### config.mk
export PLATFORM = sky130hd
export DESIGN_NAME = uart_rx
export DESIGN_NICKNAME = d
export VERILOG_FILES = /design/src/rtl/uart_rx.sv
export SDC_FILE = /design/constraint.sdc
export NUM_CORES = 1
export LEC_CHECK = 0
export ABC_CLOCK_PERIOD_IN_PS = 3800
export CAP_MARGIN = 20
export CORE_AREA = 10 10 90 92
export DETAILED_ROUTE_END_ITERATION = 6
export DIE_AREA = 0 0 100 102
export PLACE_DENSITY_LB_ADDON = 0.15
export SKIP_CTS_REPAIR_TIMING = 1
export SLEW_MARGIN = 40
export SYNTH_ARGS = -nofsm -noshare
export SYNTH_HDL_FRONTEND = slang
export SYNTH_SLANG_ARGS = --single-unit
export TNS_END_PERCENT = 20
### constraint.sdc
create_clock -name clk -period 3.8 [get_ports clk]
set_clock_uncertainty 0.2 [all_clocks]
set_input_delay 0.76 -clock clk [delete_from_list [all_inputs] [get_ports clk]]
set_output_delay 0.76 -clock clk [all_outputs]
set_load 0.005 [all_outputs]
### src/rtl/uart_rx.sv
// uart_rx: 8N1 serial receiver with a 2-flop input synchronizer, mid-bit
// sampling and an optional running sum of received bytes.
// Optional feature: define UART_RX_SUM_EN to build the 32-bit byte
// accumulator behind o_sum; without it o_sum is tied to zero and no
// accumulator register exists.
`timescale 1ns/1ps

module uart_rx #(
  parameter int unsigned cycles_per_bit = 3  // clocks per serial bit, 3..65535
) (
  input  logic        clk,
  input  logic        rst,
  input  logic        i_serial,
  output logic [7:0]  o_data,
  output logic        o_valid,
  output logic        o_frame_err,
  output logic        o_idle,
  output logic [31:0] o_sum
);

  typedef enum logic [1:0] {
    ST_IDLE,
    ST_START,
    ST_DATA,
    ST_STOP
  } state_e;

  // Counter compare points: the start bit is sampled half a bit in, every
  // later sample is a whole bit after the previous one, so all samples land
  // near the middle of their bit.
  localparam int unsigned HALF_BIT = cycles_per_bit / 2;
  localparam logic [15:0] HALF_M1  = 16'(HALF_BIT - 1);
  localparam logic [15:0] FULL_M1  = 16'(cycles_per_bit - 1);

  logic        sync1_q;
  logic        sync2_q;
  logic        line;

  state_e      state_q;
  logic [15:0] cnt_q;
  logic [2:0]  bit_idx_q;
  logic [7:0]  shift_q;
  logic [7:0]  shift_d;
  logic [7:0]  data_q;
  logic        valid_q;
  logic        frame_err_q;

`ifdef UART_RX_SUM_EN
  logic [31:0] sum_q;
`endif

  // Two-flop synchronizer; resets to the idle (high) line level so a reset
  // never looks like a falling edge.
  always_ff @(posedge clk or posedge rst) begin
    // NOTE: clocked state uses non-blocking assignments so every flop
    // samples the pre-edge value of the others (sync2_q gets old sync1_q).
    if (rst) begin
      sync1_q <= 1'b1;
      sync2_q <= 1'b1;
    end else begin
      sync1_q <= i_serial;
      sync2_q <= sync1_q;
    end
  end

  assign line = sync2_q;

  // LSB-first shift: each new bit enters at the top and moves down, so the
  // first data bit ends up in bit 0 after eight samples.
  assign shift_d = {line, shift_q[7:1]};

  // Receive FSM with bit-time counter, bit index and registered strobes.
  always_ff @(posedge clk or posedge rst) begin
    if (rst) begin
      state_q     <= ST_IDLE;
      cnt_q       <= '0;
      bit_idx_q   <= '0;
      shift_q     <= '0;
      data_q      <= '0;
      valid_q     <= 1'b0;
      frame_err_q <= 1'b0;
`ifdef UART_RX_SUM_EN
      sum_q       <= '0;
`endif
    end else begin
      // Strobes are single-cycle unless re-armed below.
      valid_q     <= 1'b0;
      frame_err_q <= 1'b0;

      unique case (state_q)
        ST_IDLE: begin
          // First low cycle on the synchronized line starts a frame.
          if (!line) begin
            state_q <= ST_START;
            cnt_q   <= '0;
          end
        end

        ST_START: begin
          if (cnt_q == HALF_M1) begin
            cnt_q     <= '0;
            bit_idx_q <= '0;
            // A line that is high again by mid start bit was only a glitch.
            state_q   <= line ? ST_IDLE : ST_DATA;
          end else begin
            cnt_q <= cnt_q + 16'd1;
          end
        end

        ST_DATA: begin
          if (cnt_q == FULL_M1) begin
            cnt_q   <= '0;
            shift_q <= shift_d;
            if (bit_idx_q == 3'd7) begin
              bit_idx_q <= '0;
              state_q   <= ST_STOP;
            end else begin
              bit_idx_q <= bit_idx_q + 3'd1;
            end
          end else begin
            cnt_q <= cnt_q + 16'd1;
          end
        end

        ST_STOP: begin
          if (cnt_q == FULL_M1) begin
            cnt_q   <= '0;
            // Back in IDLE right after the stop sample so a start bit that
            // follows with no idle gap is still caught on its first cycle.
            state_q <= ST_IDLE;
            if (line) begin
              data_q  <= shift_q;
              valid_q <= 1'b1;
`ifdef UART_RX_SUM_EN
              sum_q   <= sum_q + {24'd0, shift_q};
`endif
            end else begin
              // Bad framing: flag it but keep the last good byte and sum.
              frame_err_q <= 1'b1;
            end
          end else begin
            cnt_q <= cnt_q + 16'd1;
          end
        end

        default: begin
          state_q <= ST_IDLE;
          cnt_q   <= '0;
        end
      endcase
    end
  end

  assign o_data      = data_q;
  assign o_valid     = valid_q;
  assign o_frame_err = frame_err_q;
  assign o_idle      = (state_q == ST_IDLE);

`ifdef UART_RX_SUM_EN
  assign o_sum = sum_q;
`else
  assign o_sum = '0;
`endif

endmodule

==> Word-level counts from Yosys, hierarchy flattened <==
Cells that the tools add are included.
{ "word_totals": {"register_bits": 41, "latchBits": 0, "ramBits": 0, "mem_bits_ro": 0, "word_cells": 50, "n_memories": 0} }
{ "op_classes": {"n_addsub": 2, "multipliers": 0, "div_mod_pow": 0, "n_lt_le_gt_ge": 0, "n_eq_ne": 10, "shift": 0, "muxes": 21, "bitwise": 0, "n_reduce_logical": 8} }
{ "ops": {"columns": ["op", "count"], "rows": [
  ["$mux 16", 3],
  ["$pmux 16 s3", 1],
  ["$add 16x1->16 const B", 1],
  ["$eq 16x2->1 const B", 1],
  ["$logic_not 16->1", 1],
  ["$mux 2", 6],
  ["$ne 2x2->1 const B", 5],
  ["$mux 3", 3],
  ["$pmux 2 s4", 1],
  ["$mux 1", 6],
  ["$pmux 3 s2", 1],
  ["$reduce_and 3->1", 2],
  ["$reduce_and 5->1", 1],
  ["$eq 2x2->1 const B", 2],
  ["$add 3x1->3 const B", 1],
  ["$eq 3x3->1 const B", 1],
  ["$eq 2x1->1 const B", 1],
  ["$logic_not 2->1", 1],
  ["$reduce_and 2->1", 1],
  ["$reduce_bool 2->1", 1],
  ["$reduce_or 2->1", 1]
]} }

==> Longest topological paths before layout <==
{ "logic_depth": {"word_depth": 4, "mapped_depth": 9, "depth_no_buf": 7} }

==> Worst setup path after synthesis <==
Ideal clock, no wire load.
{ "synth_path": {"path_type": "reg-to-reg", "startpoint": "register cnt_q[0]", "endpoint": "register cnt_q[2]", "arrival_ns": 1.807, "setup_slack_ns": 1.652, "path_stages_with_launch": 10, "path_buffers": 2, "period_less_slack_ns": 2.148, "path_cell_list": "dfrtp_1 -> inv_1 -> ha_1 -> nor3b_1 -> nand4_1 -> a22o_1 -> buf_2 -> buf_2 -> a21oi_1 -> a31oi_1"} }
{ "synth_via": {"elab_chain_cells": 3, "elab_cells_between_ends": 6} }
{ "synth_lines": {"columns": ["element", "line", "rtl"], "rows": [
  ["from (decl)", "40", "logic [15:0] cnt_q;"],
  ["from (signal assigned)", "106", "cnt_q <= cnt_q + 16'd1;"],
  ["from (signal assigned)", "121", "cnt_q <= cnt_q + 16'd1;"],
  ["from (signal assigned)", "142", "cnt_q <= cnt_q + 16'd1;"],
  ["$add 16x1->16 (tied with other cells)", "106, 121, 142", null],
  ["$mux 16 (on tied branches)", "111, 126, 100", null],
  ["$pmux 16 s3 *", "90", "unique case (state_q)"]
]} }
Every way passes the cells marked *; elsewhere a longest branch is shown, timed or not.
A chain may end at the register's enable or synchronous reset.

==> Final worst setup path <==
{ "layout_path": {"startpoint": "register cnt_q[11]", "endpoint": "register cnt_q[3]"} }
{ "layout_via": {"elab_chain_cells": 3, "elab_cells_between_ends": 5} }
{ "layout_lines": {"columns": ["element", "line"], "rows": [
  ["$eq 16x2->1 or $logic_not 16->1 (tied branches)", "111, 126, 100"],
  ["$mux 16 (on tied branches)", "111, 126, 100"],
  ["$pmux 16 s3 *", "90"]
]} }
Marked as above.

==> flow_summary.yaml <==
place:
  pre_cts_slack_ns: 1.19
  io_buffers: 13
  post-dp-hpwl_mm: 3.07
  gp_congestion: 0.745
  placed_cells: 292
clocking:
  cts_tree: "yes"
  cts_root_buf: "clkbuf_8"
  clkSinkCount: 41
  path_clk_slew_ns: 0.08
  numCtsBuffers: 5
  ctsLongestPathBuffers: 2
  cts_max_level: 2
  clk_latency_ns: 0.29
setup_path:
  cp-end-kind: "flip-flop"
  cp-start-kind: "flip-flop"
  r2r-start: "cnt_q[11]"
  slowest_stage: "nor4_1"
  cpPeakStageDelay_ns: 0.53
  cp_cell_sequence: "nor4_1 -> nand4_1 -> a22o_1 -> buf_8 -> a41oi_1 -> a31oi_1"
  worstPathRequired_ns: 3.75
  critical_path_class: "reg2reg"
  cp.arrival_ns: 2.57
  crit_start: "cnt_q[11]"
  crit_fanout: 17
floorplan:
  die_h_um: 102
  dieArea_um2: 10200
  pin_count: 46
  fp.dieW_um: 100
  core_region_area_um2: 6280
  floorplan.rows: 29
  floorplan.initialDensity_pct: 34.3
drt:
  met1_length_mm: 1.93
  antenna_left: 0
  firstDrtPassIters: 5
  dr_wl_met3_um: 203
  vias_per_cell: 4.76
  highest_layer: "met4"
  wl_mm: 4.32
  drc_errors: 0
  wl_met2_mm: 2.18
  drt-initial-drc-count: 92
  vias: 1429
  routedWlPerCell_um: 14.4
sta:
  slew_viol_final: 0
  period_needed_ns: 2.62
  setup_ws_ns: 1.18
  fmax_ghz: 0.382
  max-slew-margin-rel_pct: 55.5
  setup_viol: 0
  hold_slack_ns: 0.162
  fin_crit_sh_pct: 68.9
  rsz0062_at_grt: "false"
  worst_pin_slew_ns: 0.662
  hold_viol_final: 0
  setup_tns_ns: 0
synth:
  syn_area_per_cell_um2: 10.3
  synth_area_um2: 2150
  syn_inst: 209
  synthTopCellsByArea: "dfrtp_1, buf_4, mux2_2"
  seq_area_frac_synth_pct: 47.7
  synth-edff-count: 0
  synth.top_cell.area_share_pct: 45.3
  yosysWarnings: 0
  synthFlopType: "dfrtp_1"
  synth.largest_area_cell: "dfrtp_1"
  synth.distinct_cells: 33
  ys_ff_latch: 41
  ys_async_sr_fraction_pct: 100
final_layout:
  stdcell_count: 300
  areaGrowthSynthToFinish_pct: 9.52
  fin_nets: 230
  diodes: 0
  layout-drive-gt1-share_pct: 13.0
global_route:
  antenna_found_initial: 0
  grt_pass1_vias: 1459
  grt_pass1_wl_mm: 7.36
  grt_usage_pct: 8.61
  grt_max_degree: 42
  overflow: 0
worst_hold_path:
  hp-start: "sync1_q"
  min_path_type: "reg2reg"
power_and_ir_drop:
  power_leakage_nw: 1.10
  p_per_area_nw_per_um2: 585
  vdd_drop_max_mv: 0.257
outcome:
  status: "finished, final reports clean"
run:
  cap_violations: 0
==> cells by family (layout without fill, tap and decap cells) <==
family	Yosys count	in the layout	synth area share (%)
adder cells (fa/ha/maj)	5	5	2.90
multiplexers	15	15	7.84
buffers and inverters	50	33	14.8
XOR/XNOR	4	4	1.63
AO/OA/AOI/OAI	37	37	10.9
other	1	32	0.174
AND/OR/NAND/NOR	56	56	14.1
flip-flops	41	41	47.7
==> critical path: cells and delay by family, from the launching register on <==
family          cells  cell delay (ns)
compound gates      3             0.75
simple gates        2             0.87
flops               1             0.42
buf+inv             1             0.23
==> stage by stage <==
stage	power [mW]	instance area (µm²)	utilization (%)
after floorplan	0.928	2270	-
after global placement	0.994	2220	35.4
after detailed placement	1.02	2240	35.7
after CTS	1.40	2360	37.6
after global routing	1.50	2360	37.6
final	1.38	2360	37.6
==> state kept, by name, indices dropped and copies added, names as in the netlist, named ones only <==
register / flops
shift_q: 8
o_frame_err: 1
cnt_q: 16
o_data: 8
state_q: 1
sync1_q: 1
bit_idx_q: 3
o_valid: 1
line: 1
==> layout make-up <==
class / count / area (µm²)
sequential: 41 / 1030
fill: 636 / 3920
clock inverter: 2 / 37.5
timing repair buffer: 15 / 153
multi-input combinational: 149 / 925
tap: 77 / 96.3
inverter: 10 / 37.5
clock buffer: 6 / 82.6
==> cell usage after synthesis, types with 2 or more instances <==
| cell | count |
|---|---|
| a21oi_1 | 8 |
| a22o_1 | 4 |
| a31oi_1 | 9 |
| a41oi_1 | 4 |
| and3_1 | 2 |
| buf_2 | 2 |
| buf_4 | 32 |
| clkbuf_1 | 5 |
| dfrtp_1 | 39 |
| dfstp_2 | 2 |
| ha_1 | 5 |
| inv_1 | 10 |
| mux2_2 | 15 |
| nand2_1 | 13 |
| nand3_1 | 13 |
| nand4_1 | 4 |
| nor2_1 | 8 |
| nor3_1 | 4 |
| nor3b_1 | 2 |
| nor4_1 | 5 |
| o21ai_0 | 9 |
| xnor2_1 | 3 |
==> per-layer routing <==
layer / vias to the layer above / track usage (%)
met5: - / 0
met4: 0 / 1.74
met3: 2 / 2.83
met2: 27 / 14.0
met1: 703 / 11.0
li1: 697 / -
==> worst paths after layout <==
check,endpoint,slack [ns],cells after the start
worst min-delay path,line,0.16,0
worst max register to register,cnt_q[3],1.18,6
min in group asynchronous,o_data[6],0.71,3
max in group asynchronous,sync1_q,2.33,3
worst max-delay path,cnt_q[3],1.18,6
worst min register to register,line,0.16,0
==> power by group <==
group / internal (mW) / switching, mW
combinational: 0.168 / 0.247
clock: 0.214 / 0.154
sequential: 0.512 / 0.0873
total: 0.893 / 0.489
==> placed cells by master, fill, tap and decap left out, types with 5 or more instances in the layout <==
cell type,synthesis,layout
a31oi_1,9,9
conb_1,1,32
nor2_1,8,8
o21ai_0,9,9
ha_1,5,5
clkdlybuf4s50_1,0,13
dfrtp_1,39,39
nand3_1,13,13
nand2_1,13,13
inv_1,10,10
a21oi_1,8,8
clkbuf_8,0,6
nor4_1,5,5
mux2_2,15,15
No activity file was read; power rests on OpenSTA's default activity.
